===== src/rtl/sram_stream_reader.sv =====
// ----------------------------------------------------------------------------
// sram_stream_reader
//
// Read-side client for a simple dual-port SRAM with a registered read address
// (read data appears one cycle after the address). On a start command it walks
// base_addr .. base_addr+length-1 (wrapping modulo 2^ADDR_WIDTH), issues at
// most one read per cycle and delivers the returned words on a valid/ready
// stream with a last flag. A 2-entry output buffer absorbs the SRAM latency so
// that full throughput is kept with out_ready held high, and reads stall when
// the consumer applies backpressure.
//
// Ports:
//   clk        in   clock, rising edge
//   rst        in   synchronous active-high reset
//   start      in   command strobe, only honoured while idle
//   base_addr  in   first SRAM address of the command
//   length     in   number of words (0 .. 2^ADDR_WIDTH)
//   busy       out  command active (READ, DRAIN, FIN)
//   done       out  one-cycle completion pulse
//   rd_addr    out  SRAM read address
//   rd_data    in   SRAM read data for the previous cycle's rd_addr
//   out_data   out  stream data (buffer head)
//   out_valid  out  stream valid
//   out_ready  in   stream ready from the consumer
//   out_last   out  final word of the command
// ----------------------------------------------------------------------------
module sram_stream_reader #(
    parameter int ADDR_WIDTH = 8,
    parameter int DATA_WIDTH = 16,
    parameter int LEN_WIDTH  = 9
) (
    input  logic                  clk,
    input  logic                  rst,
    input  logic                  start,
    input  logic [ADDR_WIDTH-1:0] base_addr,
    input  logic [LEN_WIDTH-1:0]  length,
    output logic                  busy,
    output logic                  done,
    output logic [ADDR_WIDTH-1:0] rd_addr,
    input  logic [DATA_WIDTH-1:0] rd_data,
    output logic [DATA_WIDTH-1:0] out_data,
    output logic                  out_valid,
    input  logic                  out_ready,
    output logic                  out_last
);

    typedef enum logic [1:0] {
        IDLE  = 2'd0,
        READ  = 2'd1,
        DRAIN = 2'd2,
        FIN   = 2'd3
    } state_t;

    localparam logic [LEN_WIDTH-1:0] LEN_ZERO = '0;
    localparam logic [LEN_WIDTH-1:0] LEN_ONE  = LEN_WIDTH'(1);

    state_t                state_q, state_d;
    logic [ADDR_WIDTH-1:0] base_q, base_d;
    logic [ADDR_WIDTH-1:0] rd_addr_q, rd_addr_d;
    logic [LEN_WIDTH-1:0]  len_q, len_d;
    logic [LEN_WIDTH-1:0]  issued_q, issued_d;
    logic                  inflight_q, inflight_d;
    logic                  inflight_last_q, inflight_last_d;
    logic [DATA_WIDTH-1:0] buf_data_q [2];
    logic [DATA_WIDTH-1:0] buf_data_d [2];
    logic                  buf_last_q [2];
    logic                  buf_last_d [2];
    logic                  wr_ptr_q, wr_ptr_d;
    logic                  rd_ptr_q, rd_ptr_d;
    logic [1:0]            buf_count_q, buf_count_d;

    logic                  pop;
    logic                  issue;
    logic                  issue_last;
    logic [2:0]            occupancy;

    // Stream side is read straight from the buffer head; the last flag is
    // masked with valid so it reads 0 whenever the buffer is empty.
    assign out_valid = (buf_count_q != 2'd0);
    assign out_data  = buf_data_q[rd_ptr_q];
    assign out_last  = out_valid & buf_last_q[rd_ptr_q];
    assign busy      = (state_q != IDLE);
    assign done      = (state_q == FIN);
    assign pop       = out_valid & out_ready;

    // Occupancy the buffer will have after this cycle if no new read is
    // issued: words already buffered plus the word returning from the SRAM,
    // minus the one being popped. A read is only issued while this is below
    // two, which guarantees a free slot when its data returns next cycle.
    assign occupancy  = {1'b0, buf_count_q} + {2'b00, inflight_q} - {2'b00, pop};
    assign issue      = (state_q == READ) && (occupancy < 3'd2) && (issued_q != len_q);
    assign issue_last = (issued_q == (len_q - LEN_ONE));

    // The address must be presented in the same cycle the issue decision is
    // made (it depends on this cycle's pop), so it is muxed against the held
    // copy of the last issued address.
    assign rd_addr = issue ? (base_q + issued_q[ADDR_WIDTH-1:0]) : rd_addr_q;

    always_comb begin
        state_d         = state_q;
        base_d          = base_q;
        len_d           = len_q;
        issued_d        = issued_q;
        rd_addr_d       = rd_addr;
        inflight_d      = issue;
        inflight_last_d = issue & issue_last;
        buf_data_d      = buf_data_q;
        buf_last_d      = buf_last_q;
        wr_ptr_d        = wr_ptr_q;
        rd_ptr_d        = rd_ptr_q;
        buf_count_d     = occupancy[1:0];

        if (issue) begin
            issued_d = issued_q + LEN_ONE;
        end

        // Data returning from last cycle's read lands in the tail slot,
        // tagged with whether it was the final word of the command.
        if (inflight_q) begin
            buf_data_d[wr_ptr_q] = rd_data;
            buf_last_d[wr_ptr_q] = inflight_last_q;
            wr_ptr_d             = ~wr_ptr_q;
        end

        if (pop) begin
            rd_ptr_d = ~rd_ptr_q;
        end

        case (state_q)
            IDLE: begin
                if (start) begin
                    base_d   = base_addr;
                    len_d    = length;
                    issued_d = LEN_ZERO;
                    state_d  = (length == LEN_ZERO) ? FIN : READ;
                end
            end
            READ: begin
                if (issue && issue_last) begin
                    state_d = DRAIN;
                end
            end
            DRAIN: begin
                if (pop && out_last) begin
                    state_d = FIN;
                end
            end
            default: begin
                state_d = IDLE;
            end
        endcase
    end

    always_ff @(posedge clk) begin
        if (rst) begin
            state_q         <= IDLE;
            base_q          <= '0;
            len_q           <= '0;
            issued_q        <= '0;
            rd_addr_q       <= '0;
            inflight_q      <= 1'b0;
            inflight_last_q <= 1'b0;
            buf_data_q      <= '{default: '0};
            buf_last_q      <= '{default: 1'b0};
            wr_ptr_q        <= 1'b0;
            rd_ptr_q        <= 1'b0;
            buf_count_q     <= 2'd0;
        end else begin
            state_q         <= state_d;
            base_q          <= base_d;
            len_q           <= len_d;
            issued_q        <= issued_d;
            rd_addr_q       <= rd_addr_d;
            inflight_q      <= inflight_d;
            inflight_last_q <= inflight_last_d;
            buf_data_q      <= buf_data_d;
            buf_last_q      <= buf_last_d;
            wr_ptr_q        <= wr_ptr_d;
            rd_ptr_q        <= rd_ptr_d;
            buf_count_q     <= buf_count_d;
        end
    end

endmodule

===== config.mk =====
export PLATFORM = sky130hd
export DESIGN_NAME = sram_stream_reader
export DESIGN_NICKNAME = d
export VERILOG_FILES = /design/src/rtl/sram_stream_reader.sv
export SDC_FILE = /design/constraint.sdc
export NUM_CORES = 1
export LEC_CHECK = 0
export BUFFER_PORTS_ARGS = -buffer_cell sky130_fd_sc_hd__buf_2
export CAP_MARGIN = 0
export CORE_MARGIN = 5
export CORE_UTILIZATION = 49
export CTS_BUF_LIST = sky130_fd_sc_hd__clkbuf_4 sky130_fd_sc_hd__clkbuf_8
export CTS_CLUSTER_DIAMETER = 100
export DETAILED_ROUTE_END_ITERATION = 10
export PLACE_DENSITY = 0.71
export SYNTH_ARGS = -nofsm -noshare
export SYNTH_HDL_FRONTEND = slang
export SYNTH_SLANG_ARGS = --single-unit

===== constraint.sdc =====
create_clock -name clk -period 7.43 [get_ports clk]
set_input_delay 0.743 -clock clk [delete_from_list [all_inputs] [get_ports clk]]
set_output_delay 0.743 -clock clk [all_outputs]
set_load 0.01 [all_outputs]

==> results of run 1 <==
state kept, by name, indices dropped and copies added, names as in the netlist:
signal / flops
buf_count_q: 2
wr_ptr_q: 1
rd_addr_q: 8
buf_data_q: 32
buf_last_q: 2
state_q: 2
issued_q: 9
base_q: 8
len_q: 9
inflight_q: 1
inflight_last_q: 1
rd_ptr_q: 1
cell type report:
cell class,count,area share (%)
Multi-Input combinational cell,325,47.1
Sequential cell,76,35.5
Timing Repair Buffer,66,7.82
Clock buffer,10,3.07
Tap cell,99,2.89
Clock inverter,6,2.07
Inverter,18,1.58
per-stage QoR:
stage | instance area (µm²) | util [%] | hold WS, ps
after floorplan | 3710 | - | 432
after global placement | 4070 | 55.7 | 438
after detailed placement | 4070 | 55.7 | 444
after CTS | 4290 | 58.8 | 455
after global routing | 4290 | 58.8 | 473
final | 4290 | 58.8 | 453
power breakdown:
part | total [W] | internal, W | switching (W)
Sequential | 0.000516 | 0.000461 | 0.0000546
Clock | 0.000345 | 0.000193 | 0.000152
Combinational | 0.000417 | 0.000184 | 0.000233
cell families (layout without fill, tap and decap cells):
family                     Yosys count  in the layout  synth area share [%]
and+or+nand+nor                    174            174                  21.2
AOI/OAI and AO/OA                   79             79                  11.9
DFF                                 76             76                  41.0
buffers and inverters               41            100                  4.56
xor gates and xnor gates            31             31                  7.73
muxes                               23             23                  7.05
adders and majority gates           18             18                  6.48
worst max-delay path by stage:
stage	start	end	slack (ps)	cells after the start
2_1_floorplan	out_ready	rd_addr[5]	3860	11
3_3_place_gp	out_ready	rd_addr[6]	3590	12
3_5_place_dp	out_ready	rd_addr[6]	3580	12
4_1_cts	buf_count_q[1]	rd_addr[6]	3510	13
5_1_grt	buf_count_q[1]	rd_addr[6]	3140	13
6_report	buf_count_q[1]	rd_addr[6]	3540	13
Yosys cell counts (4+ instances only):
| cell | number | area [µm²] |
|---|---|---|
| sky130_fd_sc_hd__nand2_1 | 113 | 424 |
| sky130_fd_sc_hd__dfxtp_1 | 76 | 1520 |
| sky130_fd_sc_hd__a21oi_1 | 61 | 305 |
| sky130_fd_sc_hd__clkbuf_1 | 19 | 71.3 |
| sky130_fd_sc_hd__inv_1 | 18 | 67.6 |
| sky130_fd_sc_hd__mux2_2 | 18 | 203 |
| sky130_fd_sc_hd__ha_1 | 16 | 200 |
| sky130_fd_sc_hd__nor2_1 | 16 | 60.1 |
| sky130_fd_sc_hd__xnor2_1 | 16 | 140 |
| sky130_fd_sc_hd__xor2_1 | 13 | 114 |
| sky130_fd_sc_hd__nor2b_1 | 9 | 56.3 |
| sky130_fd_sc_hd__and2_1 | 6 | 37.5 |
| sky130_fd_sc_hd__nand3_1 | 5 | 25.0 |
| sky130_fd_sc_hd__nor4_1 | 5 | 31.3 |
| sky130_fd_sc_hd__o21ai_0 | 5 | 25.0 |
| sky130_fd_sc_hd__nand4_1 | 4 | 25.0 |
metal layers:
layer  global-route usage, %  vias up  part of all wire [%]  routed length [µm]
met4                    6.59        0                   1.6                 133
li1                        -     1576                     -                   -
met1                    22.2     1405                    46                3750
met5                       0        -                     0                   0
met2                    28.8       70                    48                3940
met3                    5.83       11                   5.0                 411
worst max-delay path, cell delays in order (launching register included):
cell,delay (ps)
sky130_fd_sc_hd__dfxtp_1,320
sky130_fd_sc_hd__inv_1,120
sky130_fd_sc_hd__nand2_1,80
sky130_fd_sc_hd__and2_1,180
sky130_fd_sc_hd__ha_1,270
sky130_fd_sc_hd__inv_1,40
sky130_fd_sc_hd__ha_1,180
sky130_fd_sc_hd__fa_1,370
sky130_fd_sc_hd__xnor2_1,130
sky130_fd_sc_hd__nor3b_1,270
sky130_fd_sc_hd__nand2_1,270
sky130_fd_sc_hd__a211o_1,350
sky130_fd_sc_hd__nand3_1,80
sky130_fd_sc_hd__buf_2,140
==> summary.txt, run 1 <==
per-instance average area after synthesis: 8.39 µm²
Die X-Extent: 97.0 µm
clock-pin slew reported for the worst setup and hold paths after clock tree synthesis: 80 ps
setup slack of the worst register-to-register path: 4370 ps
Async SR Flop Fraction: 0%
number of nets still failing antenna checks after routing: 0
kind of start point of the critical path: flip-flop
area taken by flip-flops and latches: 0.00152 mm²
part of the Yosys area used for sequential elements: 41.0%
WP data arrival: 3140 ps
combined area of the multi-input logic cells: 0.00202 mm²
number of distinct library cells after synthesis: 42
worst relative slew slack: 40.6%
sinks on the clock net: 76
Overall Global Routing Usage: 17.8%
number of remaining DRC errors: 0
overflow left after global routing: 0
Iteration-0 DRC Markers: 85
instance count of the mapped netlist: 442
final critical-path share of the clock period: 52.3%
minimum setup slack in the final design: 3540 ps
startpoint of the tightest hold check path: buf_data_q[4]
transition time at the pin with the least slew margin: 890 ps
vias per cell: 5.10
# resized after CTS: 0
final sum of negative setup slack: 0 ps
final number of max-transition violations: 0
final worst path period need: 3890 ps
logic depth of the worst register-to-register path: 13
number of warnings printed during yosys synthesis: 0
Top FF cell, synth: sky130_fd_sc_hd__dfxtp_1
placeable core region: 0.00729 mm²
number of antenna violations at the first check in global routing: 0
final total power: 0.00128 W
number of failing hold endpoints at the final stage: 0
relative area change from synthesis to final layout: 15.6%
r2r startpoint: buf_count_q[1]
global-route wire length before repair: 14000 µm
Final Non-Filler Cells: 600
Std-Cell Rows: 31
worst vdd ir: 0.000142 V
P per Cell Area: 298 mW/mm²
outcome: completed
pin count of the biggest net entering global routing: 70
H-tree Lvls: 3
floorplan die area: 0.00941 mm²
commonest non-fill, non-tap cells in the layout: 113 x sky130_fd_sc_hd__nand2_1, 76 x sky130_fd_sc_hd__dfxtp_1, 64 x sky130_fd_sc_hd__buf_2
flop and latch count out of synthesis: 76
capture point of the worst reg-to-reg path: state_q[1]
via count: 3062
number of max-cap violations: 0
number of fill cells in the layout: 699
Worst Clk Skew: 5.31 ps
half-perimeter wire length of the detailed placement result: 5700 µm
vias in the first global route: 3049
total clock buffers created by CTS: 9
kind of path behind the tightest hold check: flip-flop to flip-flop
most frequent standard cell in the layout excluding fill and tap cells: sky130_fd_sc_hd__nand2_1
Worst setup EP type: output pin
Initial Utilization: 50.8%
Leakage: 1.79 nW
Crit Path Max Fanout: 6
classification of the worst setup path: flip-flop to output pin
Clock Path Buffers: 2
routability cong.: 0.826
post-detailed-route wirelength per cell: 13.7 µm
Initial DRT Pass Iterations: 4
cell area after technology mapping: 0.00371 mm²
end point of the worst hold path: buf_data_q[4]
number of buffers inserted for hold repair after clock tree synthesis: 0
clock latency reported for the late side of the worst-skew pair: 350 ps
number of nets produced by synthesis: 497
placed insts: 584
unrepaired setup endpoints after global routing: false
I/O pins: 65
number of synthesized flops with an enable pin: 0
Ant. Diodes: 0
count of buffers inserted at the top-level ports: 64
Setup-failing EPs final: 0
Routed Wire Length: 8240 µm
endpoint required time on the critical path: 6690 ps
post-placement worst setup slack: 3580 ps
buffers inserted by post-CTS timing repair: 0
share of cells above drive strength 1: 21.8%
CTS tree: yes
Fmax achieved: 257 MHz
net count of the finished layout: 551
root buffer cell: sky130_fd_sc_hd__clkbuf_8
number of cells on the worst hold path: 2
Die H: 97.0 µm
Note: power is estimated with default switching activity, not from simulation.
==> inputs of run 2 (changes only) <==
clock period = 4.06 ns   (was 7.43 ns; I/O delays follow)
==> run 2 against run 1 <==
Effect of this change: clock-buffer cell count did not move; total power rose by 79%; sequential share of layout area rose by 0.20 points; critical path depth did not move; sequential power rose by 83%; cell count did not move; clock skew rose by 3.8 ps; via count rose by 0.36%; flip-flop and latch count did not move; combinational power rose by 84%; critical path type unchanged; largest power group unchanged.
==> summary.txt, run 2 (synthesis gave the netlist of run 1 again) <==
number of antenna violations at the first check in global routing: 0
Switching Fraction: 35.5%
standard cell area after detailed placement: 0.00407 mm²
Iteration-0 DRC Markers: 70
routability cong.: 0.814
final worst path period need: 3580 ps
pin count of the biggest net entering global routing: 47
CTS tree: yes
via count: 3073
number of max-cap violations: 0
capture point of the worst reg-to-reg path: state_q[1]
clock-pin slew reported for the worst setup and hold paths after clock tree synthesis: 80 ps
number of remaining DRC errors: 0
Crit Path Max Fanout: 6
startpoint of the tightest hold check path: base_addr[2]
post-layout utilization of the core: 58.4%
logic depth of the worst register-to-register path: 13
transition time at the pin with the least slew margin: 876 ps
vias per cell: 5.12
final sum of negative setup slack: 0 ps
Leakage: 1.79 nW
flip-flop count of the largest register, all copies and words added: 32
endpoint required time on the critical path: 3650 ps
floorplan die area: 0.00941 mm²
Fmax achieved: 279 MHz
# resized after CTS: 0
Setup-failing EPs final: 0
total clock buffers created by CTS: 9
net count of the finished layout: 551
number of buffers inserted for hold repair after clock tree synthesis: 0
P per Cell Area: 536 mW/mm²
placeable core region: 0.00729 mm²
number of fill cells in the layout: 710
classification of the worst setup path: flip-flop to output pin
largest registers in the final layout: buf_data_q x32, issued_q x9, len_q x9
final critical-path share of the clock period: 88.1%
share of cells above drive strength 1: 21.8%
setup slack of the worst register-to-register path: 1000 ps
kind of start point of the critical path: flip-flop
crit path to: rd_addr[6]
worst relative slew slack: 41.5%
final number of max-transition violations: 0
hold_ws: 295 ps
commonest non-fill, non-tap cells in the layout: 113 x sky130_fd_sc_hd__nand2_1, 76 x sky130_fd_sc_hd__dfxtp_1, 64 x sky130_fd_sc_hd__buf_2
worst vdd ir: 0.000242 V
clock latency reported for the late side of the worst-skew pair: 340 ps
start point of the critical path: buf_count_q[1]
Routed Wire Length: 7950 µm
Worst Clk Skew: 9.09 ps
switching power: 0.000809 W
number of failing hold endpoints at the final stage: 0
most frequent standard cell in the layout excluding fill and tap cells: sky130_fd_sc_hd__nand2_1
Overall Global Routing Usage: 17.3%
I/O pins: 65
half-perimeter wire length of the detailed placement result: 5760 µm
part of the power in combinational logic: 33.6%
WP data arrival: 3170 ps
internal power consumption: 0.00147 W
outcome: completed
Die H: 97.0 µm
Std-Cell Rows: 31
kind of path behind the tightest hold check: primary input to flip-flop
relative area change from synthesis to final layout: 15.0%
H-tree Lvls: 3
Worst setup EP type: output pin
Initial Utilization: 50.8%
total non-filler cell area in the finished layout: 0.00426 mm²
count of buffers inserted at the top-level ports: 64
unrepaired setup endpoints after global routing: false
post-detailed-route wirelength per cell: 13.2 µm
Initial DRT Pass Iterations: 4
part of the total power dissipated in sequential elements: 41.4%
clock network power share: 25.1%
r2r startpoint: buf_count_q[1]
root buffer cell: sky130_fd_sc_hd__clkbuf_8
vias in the first global route: 3094
Clock Path Buffers: 2
buffers inserted by post-CTS timing repair: 0
global-route wire length before repair: 13700 µm
Ant. Diodes: 0
sinks on the clock net: 76
number of nets still failing antenna checks after routing: 0
final total power: 0.00228 W
Die X-Extent: 97.0 µm
most flop-heavy register: buf_data_q
overflow left after global routing: 0
-- run 2: worst min path at each step --
stage,slack (ps),depth (start not counted),to
after floorplan,430,2,buf_last_q[0]
after global placement,440,2,buf_data_q[8]
after CTS,290,3,base_q[2]
after detailed placement,450,2,buf_data_q[13]
final,300,3,base_q[2]
after global routing,290,3,buf_data_q[19]
-- run 2: routing by layer --
metal	vias to the layer above	global-route usage (%)	routed length, µm
met4	0	6.16	90
met1	1404	22.4	3780
met3	8	4.39	446
li1	1573	-	-
met5	-	0	0
met2	88	27.8	3630
-- run 2: final cells by class --
type	count	area (µm²)	area share (%)
Timing Repair Buffer	66	335	7.87
Tap cell	99	124	2.91
Multi-Input combinational cell	325	2020	47.3
Inverter	18	67.6	1.59
Sequential cell	76	1520	35.7
Clock inverter	6	65.1	1.53
Clock buffer	10	131	3.08
-- run 2: stage by stage --
stage                     setup slack (ps)  instances
final                                  481        600
after global routing                   206        600
after CTS                              468        600
after detailed placement               859        584
after global placement                 890        584
after floorplan                       1010        442
-- run 2: critical path, stage by stage, from the launching register on --
cell                      delay (ps)
sky130_fd_sc_hd__dfxtp_1         320
sky130_fd_sc_hd__inv_1           110
sky130_fd_sc_hd__nand2_1          80
sky130_fd_sc_hd__and2_1          180
sky130_fd_sc_hd__ha_1            280
sky130_fd_sc_hd__inv_1            40
sky130_fd_sc_hd__ha_1            180
sky130_fd_sc_hd__fa_1            370
sky130_fd_sc_hd__xnor2_1         130
sky130_fd_sc_hd__nor3b_1         270
sky130_fd_sc_hd__nand2_1         280
sky130_fd_sc_hd__a211o_1         350
sky130_fd_sc_hd__nand3_1          90
sky130_fd_sc_hd__buf_2           140
-- run 2: power by group through the flow --
stage          clock (W)  combinational [W]  sequential, W
3_5_place_dp           0           0.000769       0.000962
6_report        0.000572           0.000767       0.000944
2_1_floorplan          0           0.000626       0.000916
5_1_grt         0.000622           0.000862       0.000959
3_3_place_gp           0           0.000749       0.000956
4_1_cts         0.000584           0.000775       0.000946
==> inputs of run 3 (changes only) <==
CORE_UTILIZATION = 25   (was 49)
PLACE_DENSITY = unset   (was 0.71)
==> run 3 against run 2 <==
Effect of this change: setup slack worse by 84 ps; fmax is 2.3% lower; total power is 0.57% higher; cell count is 14% higher; worst hold slack better by 0.99 ps; core utilization is 28 points lower; via count is 1.6% higher; flip-flop and latch count stayed put; clock power hardly changed; register-to-register slack worse by 110 ps; critical path type unchanged; critical endpoint unchanged; highest routed layer unchanged.
==> summary.txt, run 3 (synthesis gave the netlist of run 1 again) <==
Global Route met3 Usage: 3.40%
transition time at the pin with the least slew margin: 937 ps
root buffer cell: sky130_fd_sc_hd__clkbuf_8
number of remaining DRC errors: 0
M2 GR Usage: 17.9%
Initial DRT Pass Iterations: 4
flip-flop count of the largest register, all copies and words added: 32
Std-Cell Rows: 44
final sum of negative setup slack: 0 ps
clock-pin slew reported for the worst setup and hold paths after clock tree synthesis: 80 ps
relative area change from synthesis to final layout: 17.5%
GR peak layer: met2
classification of the worst setup path: flip-flop to output pin
I/O pins: 65
hold_ws: 296 ps
P per Cell Area: 527 mW/mm²
count of buffers inserted at the top-level ports: 64
number of nets still failing antenna checks after routing: 0
number of fill cells in the layout: 1550
r2r startpoint: buf_count_q[1]
net count of the finished layout: 550
most flop-heavy register: buf_data_q
via count: 3122
worst relative slew slack: 37.4%
placeable core region: 0.0145 mm²
Critical Path Slowest Stage Cell: sky130_fd_sc_hd__fa_1
worst vdd ir: 0.000149 V
most frequent standard cell in the layout excluding fill and tap cells: sky130_fd_sc_hd__nand2_1
clock network power share: 24.8%
commonest non-fill, non-tap cells in the layout: 113 x sky130_fd_sc_hd__nand2_1, 76 x sky130_fd_sc_hd__dfxtp_1, 64 x sky130_fd_sc_hd__buf_2
WP data arrival: 3260 ps
Die X-Extent: 132 µm
clock latency reported for the late side of the worst-skew pair: 340 ps
H-tree Lvls: 3
outcome: completed
# resized after CTS: 0
final worst path period need: 3660 ps
startpoint of the tightest hold check path: base_addr[0]
Routed Wire Length: 9490 µm
floorplan die area: 0.0174 mm²
grt met1 use: 13.9%
Leakage: 1.78 nW
vias per cell: 4.56
global-route wire length before repair: 15900 µm
Worst Clk Skew: 5.79 ps
Iteration-0 DRC Markers: 158
kind of path behind the tightest hold check: primary input to flip-flop
Overall Global Routing Usage: 11.2%
buffers inserted by post-CTS timing repair: 0
Setup-failing EPs final: 0
part of the power in combinational logic: 33.9%
pin count of the biggest net entering global routing: 43
routability cong.: 0.749
Die H: 132 µm
Cell Chain, Critical Path: inv_1 -> nand2_1 -> and2_1 -> ha_1 -> inv_1 -> ha_1 -> fa_1 -> xnor2_1 -> nor3b_1 -> nand2_1 -> a211o_1 -> nand3_1 -> buf_2
unrepaired setup endpoints after global routing: false
vias in the first global route: 3235
top cell family by delay on the critical path: simple AND/OR/NAND/NOR gates
Worst setup EP type: output pin
overflow left after global routing: 0
number of failing hold endpoints at the final stage: 0
Clock Path Buffers: 2
total clock buffers created by CTS: 9
final critical-path share of the clock period: 90.2%
number of max-cap violations: 0
Buffers & Inverters on Critical Path: 3
Crit Path Max Fanout: 6
CTS tree: yes
sinks on the clock net: 76
start point of the critical path: buf_count_q[1]
share of cells above drive strength 1: 21.8%
Fmax achieved: 273 MHz
Initial Utilization: 25.5%
Switching Fraction: 35.7%
largest registers in the final layout: buf_data_q x32, issued_q x9, len_q x9
final number of max-transition violations: 0
post-detailed-route wirelength per cell: 13.9 µm
internal power consumption: 0.00147 W
switching power: 0.000820 W
part of the total power dissipated in sequential elements: 41.2%
largest stage delay on the critical path: 380 ps
endpoint required time on the critical path: 3650 ps
number of antenna violations at the first check in global routing: 0
Ant. Diodes: 0
area taken by flip-flops and latches: 0.00152 mm²
combined area of the multi-input logic cells: 0.00202 mm²
number of buffers inserted for hold repair after clock tree synthesis: 0
half-perimeter wire length of the detailed placement result: 6930 µm
kind of start point of the critical path: flip-flop
-- run 3: worst paths after layout --
path,slack (ps),to,cells after the start
setup / recovery,400,rd_addr[6],13
hold / removal,300,base_q[0],3
setup reg to reg,890,state_q[1],13
hold reg to reg,460,buf_data_q[18],2
-- run 3: metal layers --
| layer | up-vias | routed length [µm] |
|---|---|---|
| met2 | 63 | 4450 |
| met5 | - | 0 |
| met4 | 0 | 173 |
| met3 | 10 | 569 |
| li1 | 1577 | - |
| met1 | 1472 | 4300 |
-- run 3: power by group through the flow --
stage | clock network [W] | registers, W | logic, W
finish | 0.000570 | 0.000946 | 0.000779
global route | 0.000625 | 0.000965 | 0.000875
CTS | 0.000593 | 0.000948 | 0.000792
detailed placement | 0 | 0.000965 | 0.000787
global placement | 0 | 0.000958 | 0.000760
floorplan | 0 | 0.000916 | 0.000626
-- run 3: stage by stage --
step | total power [W] | std cells | cell area (µm²) | setup WS (ps) | util [%]
global route | 0.00247 | 684 | 4360 | 231 | 30.0
global placement | 0.00172 | 668 | 4160 | 826 | 28.7
detailed placement | 0.00175 | 668 | 4160 | 782 | 28.7
finish | 0.00230 | 684 | 4360 | 397 | 30.0
CTS | 0.00233 | 684 | 4360 | 375 | 30.0
floorplan | 0.00154 | 442 | 3710 | 1010 | -
-- run 3: worst min-delay path, delay by kind of cell --
family | cells | cell delay [ps]
and+or+nand+nor | 1 | 40
buffers and inverters | 1 | 100
AOI/OAI and AO/OA | 1 | 50
-- run 3: final cells by class --
cell class	instances	share of cell area, %
well taps	184	5.28
repair buffers	65	7.52
clock inverters	5	1.21
clock buffers	11	3.19
inverters	18	1.55
multi-input cells	325	46.3
flip-flops and latches	76	34.9
